### src/rtl/bcrypt_hash_decode.sv
//==============================================================================
// bcrypt_hash_decode: byte-serial parser for "$2v$cc$<22 salt><31 hash>" strings.
// Rev 1.0 - initial release
//==============================================================================
`default_nettype none

module bcrypt_hash_decode #(
    parameter int MIN_COST = 4,
    parameter int MAX_COST = 31
) (
    input  logic         clk,
    input  logic         rst,
    input  logic [7:0]   in_data,
    input  logic         in_valid,
    output logic         in_ready,
    output logic [5:0]   cost,
    output logic [127:0] salt,
    output logic [183:0] hash,
    output logic         done,
    output logic         err,
    output logic         busy
);

    localparam logic [3:0] S_IDLE = 4'd0;
    localparam logic [3:0] S_V1   = 4'd1;
    localparam logic [3:0] S_V2   = 4'd2;
    localparam logic [3:0] S_S1   = 4'd3;
    localparam logic [3:0] S_C1   = 4'd4;
    localparam logic [3:0] S_C0   = 4'd5;
    localparam logic [3:0] S_S2   = 4'd6;
    localparam logic [3:0] S_SALT = 4'd7;
    localparam logic [3:0] S_HASH = 4'd8;
    localparam logic [3:0] S_DONE = 4'd9;
    localparam logic [3:0] S_ERR  = 4'd10;

    localparam logic [7:0] CH_DOLLAR = 8'h24;
    localparam logic [6:0] COST_LO   = 7'(MIN_COST);
    localparam logic [6:0] COST_HI   = 7'(MAX_COST);

    logic [3:0]   state_q, state_d;
    logic [4:0]   cnt_q;
    logic [3:0]   c1_q;
    logic [6:0]   cost_stg_q;
    logic [127:0] salt_stg_q;
    // Shift registers hold all characters but the last; the full 132/186-bit
    // words are formed combinationally when the final character arrives.
    logic [125:0] salt_sh_q;
    logic [179:0] hash_sh_q;
    logic [5:0]   cost_q;
    logic [127:0] salt_q;
    logic [183:0] hash_q;

    logic         w_accept;
    logic         w_is_digit;
    logic         w_cost_ok;
    logic [6:0]   w_cost_calc;
    logic         w_b64_ok;
    logic [5:0]   w_b64_val;
    logic [131:0] w_salt_shift;
    logic [185:0] w_hash_shift;

    assign w_accept     = in_valid && in_ready;
    assign w_is_digit   = (in_data >= 8'h30) && (in_data <= 8'h39);
    assign w_cost_calc  = ({3'b000, c1_q} * 7'd10) + {3'b000, in_data[3:0]};
    assign w_cost_ok    = (cost_stg_q >= COST_LO) && (cost_stg_q <= COST_HI);
    assign w_salt_shift = {salt_sh_q, w_b64_val};
    assign w_hash_shift = {hash_sh_q, w_b64_val};

    // bcrypt base64 alphabet: "./A-Za-z0-9"
    always_comb begin
        w_b64_ok  = 1'b1;
        w_b64_val = 6'd0;
        if (in_data == 8'h2E) begin
            w_b64_val = 6'd0;
        end else if (in_data == 8'h2F) begin
            w_b64_val = 6'd1;
        end else if ((in_data >= 8'h41) && (in_data <= 8'h5A)) begin
            w_b64_val = 6'(in_data - 8'h3F);
        end else if ((in_data >= 8'h61) && (in_data <= 8'h7A)) begin
            w_b64_val = 6'(in_data - 8'h45);
        end else if (w_is_digit) begin
            w_b64_val = 6'(in_data + 8'd6);
        end else begin
            w_b64_ok = 1'b0;
        end
    end

    always_ff @(posedge clk) begin
        if (rst) begin
            state_q <= S_IDLE;
        end else begin
            state_q <= state_d;
        end
    end

    always_comb begin
        state_d = state_q;
        case (state_q)
            S_DONE, S_ERR: state_d = S_IDLE;
            default: begin
                if (w_accept) begin
                    case (state_q)
                        S_IDLE: if (in_data == CH_DOLLAR) state_d = S_V1;
                        S_V1:   state_d = (in_data == 8'h32) ? S_V2 : S_ERR;
                        S_V2:   state_d = ((in_data == 8'h61) || (in_data == 8'h62) ||
                                           (in_data == 8'h79)) ? S_S1 : S_ERR;
                        S_S1:   state_d = (in_data == CH_DOLLAR) ? S_C1 : S_ERR;
                        S_C1:   state_d = w_is_digit ? S_C0 : S_ERR;
                        S_C0:   state_d = w_is_digit ? S_S2 : S_ERR;
                        S_S2:   state_d = ((in_data == CH_DOLLAR) && w_cost_ok) ? S_SALT : S_ERR;
                        S_SALT: begin
                            if (!w_b64_ok)            state_d = S_ERR;
                            else if (cnt_q == 5'd21)  state_d = S_HASH;
                        end
                        S_HASH: begin
                            if (!w_b64_ok)            state_d = S_ERR;
                            else if (cnt_q == 5'd30)  state_d = S_DONE;
                        end
                        default: state_d = S_IDLE;
                    endcase
                end
            end
        endcase
    end

    always_comb begin
        in_ready = (state_q != S_DONE) && (state_q != S_ERR);
        done     = (state_q == S_DONE);
        err      = (state_q == S_ERR);
        busy     = (state_q != S_IDLE);
    end

    always_ff @(posedge clk) begin
        if (rst) begin
            cnt_q      <= '0;
            c1_q       <= '0;
            cost_stg_q <= '0;
            salt_stg_q <= '0;
            salt_sh_q  <= '0;
            hash_sh_q  <= '0;
            cost_q     <= '0;
            salt_q     <= '0;
            hash_q     <= '0;
        end else if (state_q == S_ERR) begin
            cnt_q      <= '0;
            cost_stg_q <= '0;
            salt_stg_q <= '0;
            salt_sh_q  <= '0;
            hash_sh_q  <= '0;
        end else if (w_accept) begin
            case (state_q)
                S_C1: c1_q       <= in_data[3:0];
                S_C0: cost_stg_q <= w_cost_calc;
                S_S2: begin
                    cnt_q     <= '0;
                    salt_sh_q <= '0;
                end
                S_SALT: begin
                    if (w_b64_ok) begin
                        salt_sh_q <= w_salt_shift[125:0];
                        if (cnt_q == 5'd21) begin
                            salt_stg_q <= w_salt_shift[131:4];
                            hash_sh_q  <= '0;
                            cnt_q      <= '0;
                        end else begin
                            cnt_q <= cnt_q + 5'd1;
                        end
                    end
                end
                S_HASH: begin
                    if (w_b64_ok) begin
                        hash_sh_q <= w_hash_shift[179:0];
                        if (cnt_q == 5'd30) begin
                            cost_q <= cost_stg_q[5:0];
                            salt_q <= salt_stg_q;
                            hash_q <= w_hash_shift[185:2];
                            cnt_q  <= '0;
                        end else begin
                            cnt_q <= cnt_q + 5'd1;
                        end
                    end
                end
                default: ;
            endcase
        end
    end

    assign cost = cost_q;
    assign salt = salt_q;
    assign hash = hash_q;

endmodule

`default_nettype wire

### config.mk
export PLATFORM = sky130hd
export DESIGN_NAME = bcrypt_hash_decode
export DESIGN_NICKNAME = d
export VERILOG_FILES = /design/src/rtl/bcrypt_hash_decode.sv
export SDC_FILE = /design/constraint.sdc
export NUM_CORES = 1
export LEC_CHECK = 0
export ABC_AREA = 1
export BUFFER_PORTS_ARGS = -buffer_cell sky130_fd_sc_hd__buf_2
export CORE_ASPECT_RATIO = 0.9
export CORE_UTILIZATION = 50
export DETAILED_ROUTE_END_ITERATION = 6
export PLACE_DENSITY = 0.7
export SETUP_SLACK_MARGIN = 0.1
export SYNTH_ARGS = -nofsm -noshare
export SYNTH_HDL_FRONTEND = slang
export SYNTH_SLANG_ARGS = --single-unit
### constraint.sdc
create_clock -name clk -period 5.1 [get_ports clk]
set_input_delay 0.255 -clock clk [delete_from_list [all_inputs] [get_ports clk]]
set_output_delay 0.255 -clock clk [all_outputs]
set_load 0.1 [all_outputs]
==> summary.md <==
| Metric | Value |
|---|---|
| Root Driver | `clkbuf_16` |
| Syn Std Cell Area | `0.02768 mm²` |
| Cell mode on critical path | `nor2_1` |
| Post-synthesis register bit count | `772` |
| Row count | `81` |
| DRT antenna net count | `0` |
| Die ar. | `approximately 0.056 mm²` |
| Total core area | `0.05452 mm²` |
| Min cycle time layout | `3151 ps` |
| CTS tree | `done` |
| Synth Area in XOR/XNOR | `less than 1%` |
| Initial Utilization | `roughly half` |
| Post-Synth Adder-Cell Area | `0.9583%` |
| Skew-Pair Late Insertion Delay | `roughly 610 ps` |
| Number of global-route vias before repair | `about 21000` |
| Setup bufs post-CTS | `0` |
| Setup-failing EPs final | `0` |
| Synth unique cells | `38` |
| Buf/Inv on CP | `2` |
| First-pass GRT wire length | `112400 µm` |
| Simple-Gate Fraction of Synth Area | `a little under a quarter` |
| Buffers added on ports | `between 300 and 400` |
| Run status | `completed` |
| Initial DRT Pass Iterations | `5` |
| Layout Nets | `3799` |
| Period utilisation layout | `61.79%` |
| Post-synth top area share | `between 50% and 60%` |
| Initial antenna violation count | `0` |
| CP max stage delay | `about 540 ps` |
| Max capacitance violation total | `0` |
| Max FO, Critical Path | `74` |
| Largest cells by area after synthesis | `dfxtp_1, nand2_1, nor2_1, a21oi_1, o21ai_0` |
| Gr usage total | `24.15%` |
| Avg WL per Cell | `approximately 15 µm` |
| Register area share after synthesis | `roughly 56%` |
| Hpwl dp | `40970 µm` |
| Hold Fails Final Rpt | `0` |
| CTS H-tree depth | `3` |
| CP top delay family | `simple AND/OR/NAND/NOR gates` |
| Critical path data arrival time | `3680 ps` |
| Syn Nets | `roughly 3600` |
| Detailed-route DRC error count | `0` |
| Routability Congestion | `between 0.8 and 0.9` |
| Sequential Power Share | `50.5%` |
| Pwr Total | `around 0.012 W` |
| Largest family of logic cells by synthesized area | `simple AND/OR/NAND/NOR gates` |
| Layout cells sized above 1 | `about an eighth` |
| CTS sink count | `around 770` |
| Synth warnings | `0` |
| P_leak | `roughly 14 nW` |
| Fmax | `approximately 320 MHz` |
| # diodes | `0` |
| Mapped Avg Cell Area | `just under 8 µm²` |
| Internal power | `0.009494 W` |
| Grt ovf | `0` |
| Clock Skew | `17.59 ps` |
| Num CTS Buffers | `between 70 and 80` |
| Max-slew violations | `0` |
| Predominant post-synthesis flop cell | `dfxtp_1` |
| Ports | `approximately 330` |
| Syn-to-layout area delta | `15.52%` |
| Switch share | `a little over 20%` |
| CP cell instances | `nand2_1 > nor2_2 > inv_2 > nor2_1 > nor2_1 > nor2_1 > nand2_8 > nor2_8 > buf_12 > nand2_1 > a21oi_1` |
| Crit path max-delay cell type | `nor2_8` |
| Synth Area in Compound Gates | `14.52%` |
| RSZ-0062 raised after global routing | `no` |
| Startpoint types | `flip-flop` |
| Via count | `about 23000` |
| Fillcell total | `approximately 5000` |
| Slew HR | `a little over a quarter` |
| Most frequent cells in the layout | `nand2_1, dfxtp_1, nor2_1, a21oi_1, buf_2` |
| PostCTS Resize Cnt | `0` |
| Drt initial violations | `~1900` |
| Power Dens Cells | `373.6 mW/mm²` |
| Async SR Flop Fraction | `0%` |
| Syn Inst Count | `~3600` |
| Clk slew on worst S/H paths | `around 60 ps` |
| Worst EP required | `around 5600 ps` |
| Most common cell after layout, fill and taps aside | `nand2_1` |
| Width of the die | `~250 µm` |
| Combinational Power Share | `1.4%` |
| CP Capture Type | `flip-flop` |
| Hold Crit Class | `input port to flip-flop` |
| Drt via density | `about 5.2` |
| WS Path Type | `flip-flop to flip-flop` |
| Die height | `between 200 and 250 µm` |
| Setup_tns | `0 ps` |
| Post-CTS Hold Buffers | `0` |
| Post-synth top area cell | `dfxtp_1` |
| Worst Tran Pin Value | `1103 ps` |
| Max IR drop VDD | `roughly 0.27 mV` |
| Drt total wl | `around 70000 µm` |
| EDFF count, synth | `0` |
| CTS Buffer Depth | `3` |
| Clock Power Share | `between 40% and 50%` |
| Post-synthesis mux area share | `0%` |
| Psw | `0.002451 W` |
| Pin count of the biggest net entering global routing | `just over 200` |
[metrics by stage]
| stage | hold WS, ps | area (µm²) | instances | setup WS (ps) | utilization (%) |
|---|---|---|---|---|---|
| after global routing | 145.5 | 31980 | 4531 | 1643 | 58.64 |
| after detailed placement | 452.9 | 29410 | 4396 | 1573 | 53.93 |
| after global placement | 449.9 | 29410 | 4396 | 1621 | 53.93 |
| final | 142.6 | 31980 | 4531 | 1949 | 58.64 |
| after floorplan | 439.2 | 27680 | 3585 | 1596 | - |
| after CTS | 99.64 | 31980 | 4531 | 1945 | 58.64 |
[synthesized netlist by cell type (3+ instances only)]
cell      number
nor3_1         3
a21oi_1      457
nand2_2        3
nand3_1       20
nand2_1      947
nor2_1       689
buf_1          3
dfxtp_1      772
nor2_2         3
or2_2          3
o21ai_0      326
o21ai_1        7
buf_2        105
inv_2          8
inv_1         36
clkbuf_1     117
nand4_1        8
ha_1          18
xor2_1        11
buf_4         21
[cell type report]
type	instances	area [µm²]	area share (%)
clock buffers	112	2271	7.102
clock inverters	23	297.8	0.9313
inverters	46	197.7	0.6183
multi-input cells	2519	10920	34.15
flip-flops and latches	772	15450	48.33
well taps	705	882.1	2.759
repair buffers	354	1952	6.104
[routing by layer]
metal  routed length, µm  vias up  GRT usage (%)
li1                    -    11846              -
met1               33530    10917          34.24
met2               31070      565          37.50
met3                4126       93          4.863
met4                1381        0          6.293
met5                   0        -              0
[logic make-up after synthesis]
group                      after synthesis
xor gates and xnor gates                13
buffers and inverters                  294
and+or+nand+nor                       1687
DFF                                    772
AOI/OAI and AO/OA                      799
adders and majority gates               20
[worst min-delay path, cell delays in order]
cell	delay (ps)
buf_2	180
inv_2	160
a21oi_1	90
[worst paths after layout]
check / startpoint / slack (ps) / end / depth (start not counted)
worst min-delay path: in_data[2] / 140 / c1_q[2] / 3
worst max-delay path: state_q[1] / 1950 / hash_sh_q[53] / 11
worst max register to register: state_q[1] / 1950 / hash_sh_q[53] / 11
worst min register to register: salt_sh_q[121] / 460 / salt_stg_q[123] / 2
[flip-flops by register name (all words and copies together) (netlist names)]
register / cells
cost_stg_q: 7
state_q: 4
hash: 184
hash_sh_q: 180
cost: 6
salt: 128
salt_stg_q: 128
salt_sh_q: 126
cnt_q: 5
c1_q: 4
[power by group through the flow]
| stage | combinational, W | clock [W] | sequential, W |
|---|---|---|---|
| 5_1_grt | 0.000184 | 0.00609 | 0.00602 |
| 2_1_floorplan | 0.000118 | 0 | 0.00616 |
| 4_1_cts | 0.000169 | 0.00584 | 0.00603 |
| 6_report | 0.000169 | 0.00575 | 0.00603 |
| 3_5_place_dp | 0.000169 | 0 | 0.00616 |
| 3_3_place_gp | 0.000169 | 0 | 0.00616 |
Power figures use the tool's default switching activity.
